## src/rtl/ceres_ram_arb.sv

```systemverilog
// Two-port round-robin arbiter for the main RAM line port: one RAM strobe per
// transaction, fixed-latency down-counter, one-cycle response pulse with captured data.
module ceres_ram_arb #(
    parameter int LINE_W  = 128,
    parameter int ADDR_W  = 18,
    parameter int LATENCY = 16
) (
    input  logic                  clk_i,
    input  logic                  rst_ni,
    input  logic                  p0_valid_i,
    input  logic [ADDR_W-1:0]     p0_addr_i,
    input  logic [LINE_W/8-1:0]   p0_wstrb_i,
    input  logic [LINE_W-1:0]     p0_wdata_i,
    output logic                  p0_rsp_valid_o,
    output logic [LINE_W-1:0]     p0_rdata_o,
    input  logic                  p1_valid_i,
    input  logic [ADDR_W-1:0]     p1_addr_i,
    input  logic [LINE_W/8-1:0]   p1_wstrb_i,
    input  logic [LINE_W-1:0]     p1_wdata_i,
    output logic                  p1_rsp_valid_o,
    output logic [LINE_W-1:0]     p1_rdata_o,
    output logic [ADDR_W-1:0]     ram_addr_o,
    output logic [LINE_W-1:0]     ram_wdata_o,
    output logic [LINE_W/8-1:0]   ram_wstrb_o,
    output logic                  ram_rd_en_o,
    input  logic [LINE_W-1:0]     ram_rdata_i,
    output logic [1:0]            gnt_o,
    output logic                  busy_o,
    output logic [1:0]            dbg_state_o
);
    localparam int SW = LINE_W / 8;
    localparam logic [7:0] CNT_LOAD = 8'(LATENCY - 3);

    typedef enum logic [1:0] {
        S_IDLE   = 2'd0,
        S_ACCESS = 2'd1,
        S_WAIT   = 2'd2,
        S_RESP   = 2'd3
    } state_t;

    state_t              r_state;
    logic                r_last;
    logic [1:0]          r_gnt;
    logic [ADDR_W-1:0]   r_addr;
    logic [SW-1:0]       r_wstrb;
    logic [LINE_W-1:0]   r_wdata;
    logic [7:0]          r_cnt;
    logic [LINE_W-1:0]   r_rdata;

    logic                w_any;
    logic                w_pick1;
    logic [ADDR_W-1:0]   w_addr;
    logic [SW-1:0]       w_wstrb;
    logic [LINE_W-1:0]   w_wdata;
    logic                w_access;
    logic                w_resp;
    logic                w_is_rd;
    logic [LINE_W-1:0]   w_cap;

    // Port 1 wins only when it is alone or port 0 owned the previous transaction.
    assign w_any   = p0_valid_i | p1_valid_i;
    assign w_pick1 = p1_valid_i & (~p0_valid_i | ~r_last);
    assign w_addr  = w_pick1 ? p1_addr_i  : p0_addr_i;
    assign w_wstrb = w_pick1 ? p1_wstrb_i : p0_wstrb_i;
    assign w_wdata = w_pick1 ? p1_wdata_i : p0_wdata_i;

    assign w_access = (r_state == S_ACCESS);
    assign w_resp   = (r_state == S_RESP);
    assign w_is_rd  = (r_wstrb == '0);
    assign w_cap    = w_is_rd ? ram_rdata_i : '0;

    always_ff @(posedge clk_i or negedge rst_ni) begin
        if (!rst_ni) begin
            r_state <= S_IDLE;
            r_last  <= 1'b1;
            r_gnt   <= '0;
            r_addr  <= '0;
            r_wstrb <= '0;
            r_wdata <= '0;
            r_cnt   <= '0;
            r_rdata <= '0;
        end else begin
            case (r_state)
                S_IDLE: begin
                    if (w_any) begin
                        r_gnt   <= w_pick1 ? 2'b10 : 2'b01;
                        r_last  <= w_pick1;
                        r_addr  <= w_addr;
                        r_wstrb <= w_wstrb;
                        r_wdata <= w_wdata;
                        r_state <= S_ACCESS;
                    end
                end
                S_ACCESS: begin
                    r_cnt   <= CNT_LOAD;
                    r_state <= S_WAIT;
                end
                S_WAIT: begin
                    // cnt still equals its load value only in the first WAIT cycle
                    if (r_cnt == CNT_LOAD) begin
                        r_rdata <= w_cap;
                    end
                    if (r_cnt == 8'd0) begin
                        r_state <= S_RESP;
                    end else begin
                        r_cnt <= r_cnt - 8'd1;
                    end
                end
                S_RESP: begin
                    r_state <= S_IDLE;
                end
                default: begin
                    r_state <= S_IDLE;
                end
            endcase
        end
    end

    assign ram_addr_o  = w_access ? r_addr  : '0;
    assign ram_wdata_o = w_access ? r_wdata : '0;
    assign ram_wstrb_o = w_access ? r_wstrb : '0;
    assign ram_rd_en_o = w_access & w_is_rd;

    assign p0_rsp_valid_o = w_resp & r_gnt[0];
    assign p1_rsp_valid_o = w_resp & r_gnt[1];
    assign p0_rdata_o     = p0_rsp_valid_o ? r_rdata : '0;
    assign p1_rdata_o     = p1_rsp_valid_o ? r_rdata : '0;

    assign gnt_o       = (r_state != S_IDLE) ? r_gnt : 2'b00;
    assign busy_o      = (r_state != S_IDLE);
    assign dbg_state_o = r_state;

endmodule

```

## config.mk

```make
export PLATFORM = sky130hd
export DESIGN_NAME = ceres_ram_arb
export DESIGN_NICKNAME = d
export VERILOG_FILES = /design/src/rtl/ceres_ram_arb.sv
export SDC_FILE = /design/constraint.sdc
export NUM_CORES = 1
export LEC_CHECK = 0
export CAP_MARGIN = 20
export CORE_AREA = 2 2 342 344
export DETAILED_ROUTE_END_ITERATION = 7
export DIE_AREA = 0 0 344 346
export GPL_TIMING_DRIVEN = 0
export PLACE_DENSITY = 0.43
export RECOVER_POWER = 50
export SLEW_MARGIN = 20
export SYNTH_ARGS = -nofsm -noshare
export SYNTH_HDL_FRONTEND = slang
export SYNTH_SLANG_ARGS = --single-unit
```

## constraint.sdc

```tcl
create_clock -name clk_i -period 2.18 [get_ports clk_i]
set_clock_uncertainty 0.05 [all_clocks]
set_input_delay 0.436 -clock clk_i [delete_from_list [all_inputs] [get_ports clk_i]]
set_output_delay 0.436 -clock clk_i [all_outputs]
set_load 0.05 [all_outputs]
```

# Yosys cells after proc, flatten, opt, wreduce, memory -nomap -nowiden
# Cells that the tools add are included.
# totals
regBits	303
latch_bits	0
mem_bits_rw	0
rom_bits	0
in_bits	456
output_inout_bits	426
elab_cells	49
memories	0
# classes
addsub	1
mul	0
n_div	0
n_lt_le_gt_ge	0
eq_ne	7
n_shift	0
n_mux	16
bitwise	8
n_reduce_logical	9
# ops
operator	count
128-bit 2-to-1 mux	5
18-bit 2-to-1 mux	2
16-bit 2-to-1 mux	2
16-bit logical NOT	1
8-bit one-hot mux with 2 select lines	1
8-bit by 4-bit equality test with 1-bit output (second input constant)	1
8-bit logical NOT	1
2-bit 2-to-1 mux	4
8-bit 2-to-1 mux	1
2-bit one-hot mux with 4 select lines	1
2-bit AND reduction	4
8-bit by 1-bit subtractor with 8-bit output (second input constant)	1
2-bit inequality test (second input constant)	3
1-bit bitwise AND	4
2-bit equality test (second input constant)	2
2-bit nonzero test	2
2-bit by 1-bit equality test with 1-bit output (second input constant)	1
2-bit logical NOT	1
1-bit inverter	2
1-bit OR	2

# Longest topological paths before layout
# depth
depth_word	4
depth_mapped	8
ltp_nobuf	5

# Worst setup path before layout
# Ideal clock, no wire load.
# synth_path
path_type	reg2out
from	register r_state[1] (netlist: dbg_state_o[1])
to	output ram_rd_en_o
t_arrival_ns	1.981
required_ns	1.694
path_slack_ns	-0.287
path_stages_with_launch	6
path_buffers	1
path_cell_list	dfrtp_1 > inv_1 > ha_1 > clkbuf_1 > inv_1 > nor2_1
# synth_between
elab_chain_len	2
# synth_rtl
item	line_no	rtl
from (decl)	41	state_t r_state;
from (signal assigned)	74	r_state <= S_IDLE;
from (signal assigned)	91	r_state <= S_ACCESS;
from (signal assigned)	96	r_state <= S_WAIT;
2-bit by 1-bit equality test with 1-bit output	67	assign w_access = (r_state == S_ACCESS);
1-bit bitwise AND	122	assign ram_rd_en_o = w_access & w_is_rd;
to (decl)	25	output logic ram_rd_en_o,
# No other way between the ends.

# Worst setup path after layout
# layout_path
from	register r_state[0] (netlist: dbg_state_o[0])
to	output p0_rdata_o[109]
# layout_between
elab_chain_len	3
# layout_rtl
item	line_no	rtl
2-bit equality test	68	assign w_resp = (r_state == S_RESP);
1-bit bitwise AND	124	assign p0_rsp_valid_o = w_resp & r_gnt[0];
128-bit 2-to-1 mux	126	assign p0_rdata_o = p0_rsp_valid_o ? r_rdata : '0;
to (decl)	15	output logic [LINE_W-1:0] p0_rdata_o,
# No other way between the ends.

==> reports/metrics.yaml <==
max_stage_delay_ns: 0.47
leakagePower_nw: 13.3
power.total_w: 0.0347
vias: 16908
gp_congestion: 0.805
synth_seq_cells: 303
slew_violations: 0
h-tree-depth: 2
synth.area.top_cells: "dfrtp_1 47%, and2_1 13%, a221o_1 10%, and3_1 10%, o2bb2ai_1 7.0%"
core_area_sq_um: 115000
critical_path.top_delay_family: "buffers and inverters"
grtUsageTotal: 0.166
outcome: "finished, violations left"
cts_tree: "done"
hold_depth: 3
first_iter_violations: 816
synth_edf_count: 0
syn_avg_cell_area_sq_um: 10.2
final_area_sq_um: 29400
port_buffers: 881
drtAntennaViolNets: 0
synth_fp_nets: 2032
grt_max_degree: 83
synth.distinct_cells: 45
route.met3.wl_mm: 6.60
synth_top_area_frac: 0.474
synth_seq_area_share: 0.476
r2r-end: "r_wdata[109]"
cts_sinks: 303
crit_start: "dbg_state_o[0]"
yosys_warnings: 0
synthesis.area_sq_um: 15900
path_depth: 5
overflow: 0
endpoint_kind: "output port"
rows: 125
mostFrequentLayoutCell: "clkdlybuf4s50_1"
path_buf_inv: 3
async_flop_share: 1.00
met1_length_mm: 40.9
path_clk_slew_ns: 0.05
stdcell_count: 4081
layout.nets: 2978
dieArea_sq_um: 119000
die_x_microns: 344
start_util: 0.138
hold_class: "primary input to flip-flop"
cp-endpoint: "p0_rdata_o[109]"
via_per_inst: 4.14
ir_worst_vdd_uv: 517
area_growth_syn_to_layout_pct: 84.5
power_density_nw_per_um2: 1180
required_ns: 1.69
utilization: 0.255
rsz0062_at_grt: "true"
synth_ff_type: "dfrtp_1"
cp_max_fo: 10
die_y_microns: 346
drive_gt1_frac: 0.408
setup_ws_ns: -0.510
max_slew_margin: 0.160
crit_chain: "ha_4 > clkbuf_16 > clkbuf_4 > and3_2 > buf_4"
fmax_ghz: 0.372
insertion_delay_ns: 0.59
final_cell_mix: "456 x clkdlybuf4s50_1, 297 x dfrtp_1, 249 x buf_4"
final.period_utilization: 1.23
netlist_instances: 1569
io_pins: 882
dpl.cell_count: 3977
crit_type: "flip-flop to output port"
grt_first_pass_wirelength_mm: 142
reg2reg_slack_ns: -0.31
hpwl_mm: 83.5
route.met2.wl_mm: 53.2
worstPathArrival_ns: 2.20
clockBufferDepth: 3
finalSetupViolCount: 766
placed_cell_area_sq_um: 27200
fin_crit_ns: 2.69
cts_root_buf: "clkbuf_16"
r2r_start: "dbg_state_o[0]"
route.detailed.drc: 0
grt_pass1_vias: 17846
antenna_found_initial: 26
drt-total-wl_mm: 103
yosysTopAreaCell: "dfrtp_1"
reg2reg_depth: 8
dr.pass1.iters: 5
maxCapViolCount: 0
slowest_stage: "dfrtp_2"
hold_violations: 0
routed.top_layer: "met5"
worst_setup_path_start_kind: "flip-flop"
wl_per_cell_microns: 25.2
violations: "negative setup slack"
cts_made_buffers: 42
tightestPinTransition_ns: 1.26
## kinds of logic (layout without fill, tap and decap cells)
logic type,after synthesis,after routing,share of synthesized area
adders and majority gates,7,7,0.00550
buffers and inverters,197,1177,0.0502
DFF,303,303,0.476
muxes,5,5,0.00353
and+or+nand+nor,747,747,0.283
AOI/OAI and AO/OA,310,310,0.182
other,0,8,0
## cell usage after synthesis, types with 2 or more instances
cell type and instances:
and2_1 326, dfrtp_1 302, and3_1 256, a221o_1 162, clkbuf_1 139, nand3_1 128
o2bb2ai_1 128, buf_2 33, buf_1 13, inv_1 9, nand2_1 9, ha_1 7
nor4_1 5, a21oi_1 4, nand2b_1 4, nor2_1 4, o211ai_1 4, a21o_1 3
mux2i_1 3, buf_6 2, nor2b_1 2, o221ai_1 2, o311ai_0 2
## timing repair
action	4_1_cts	5_1_grt
buffers inserted	10	5
resized for setup	2688	260
hold endpoints to repair	80	0
hold buffers	1	0
endpoints found under the setup margin	722	721
pin swaps	3	4
gates cloned	3	1
## registers in the layout, indices dropped and copies added, names as in the netlist
| name | flops |
|---|---|
| r_wdata | 128 |
| r_rdata | 128 |
| r_last | 1 |
| dbg_state_o | 2 |
| r_gnt | 2 |
| r_cnt | 8 |
| r_wstrb | 16 |
| r_addr | 18 |
## worst min path at each step
stage | startpoint | endpoint | slack [ns]
2_1_floorplan | rst_ni | dbg_state_o[0] | 0.09
3_3_place_gp | r_rdata[28] | r_rdata[28] | 0.44
3_5_place_dp | r_rdata[31] | r_rdata[31] | 0.44
4_1_cts | ram_rdata_i[114] | r_rdata[114] | 0.30
5_1_grt | ram_rdata_i[114] | r_rdata[114] | 0.34
6_report | ram_rdata_i[111] | r_rdata[111] | 0.37
## final cells by class
cell class	count	area [sq um]
fillers	12595	86000
well taps	1524	1910
repair buffers	904	8850
diodes	8	20.0
clock inverters	19	305
clock buffers	59	1240
inverters	9	36.3
multi-input cells	1069	8120
flip-flops and latches	303	7590
plain buffers	186	1330
## per-layer routing
metal  up-vias  global-route usage
li1       7764                   -
met1      8368               0.193
met2       637               0.304
met3       121              0.0411
met4        18              0.0354
met5         -                   0
## where the power goes
group	internal, W	switching [W]
Sequential	0.00721	0.00123
Clock	0.00491	0.00295
Combinational	0.00743	0.0110
## stage by stage
step                      setup WS (ns)  TNS [ns]  hold slack (ns)
after floorplan                  0.0258         0           0.0904
after global placement           -16.16  -5316.20            0.437
after global routing             -0.621   -351.20            0.340
after detailed placement          -2.06   -797.20            0.442
after CTS                        -0.613   -336.98            0.297
final                            -0.510   -237.97            0.365
## worst min-delay path, stage by stage
cell             delay (ns)
clkdlybuf4s50_1        0.39
nand3_1                0.06
o2bb2ai_1              0.06
No activity file was read; power rests on OpenSTA's default activity.
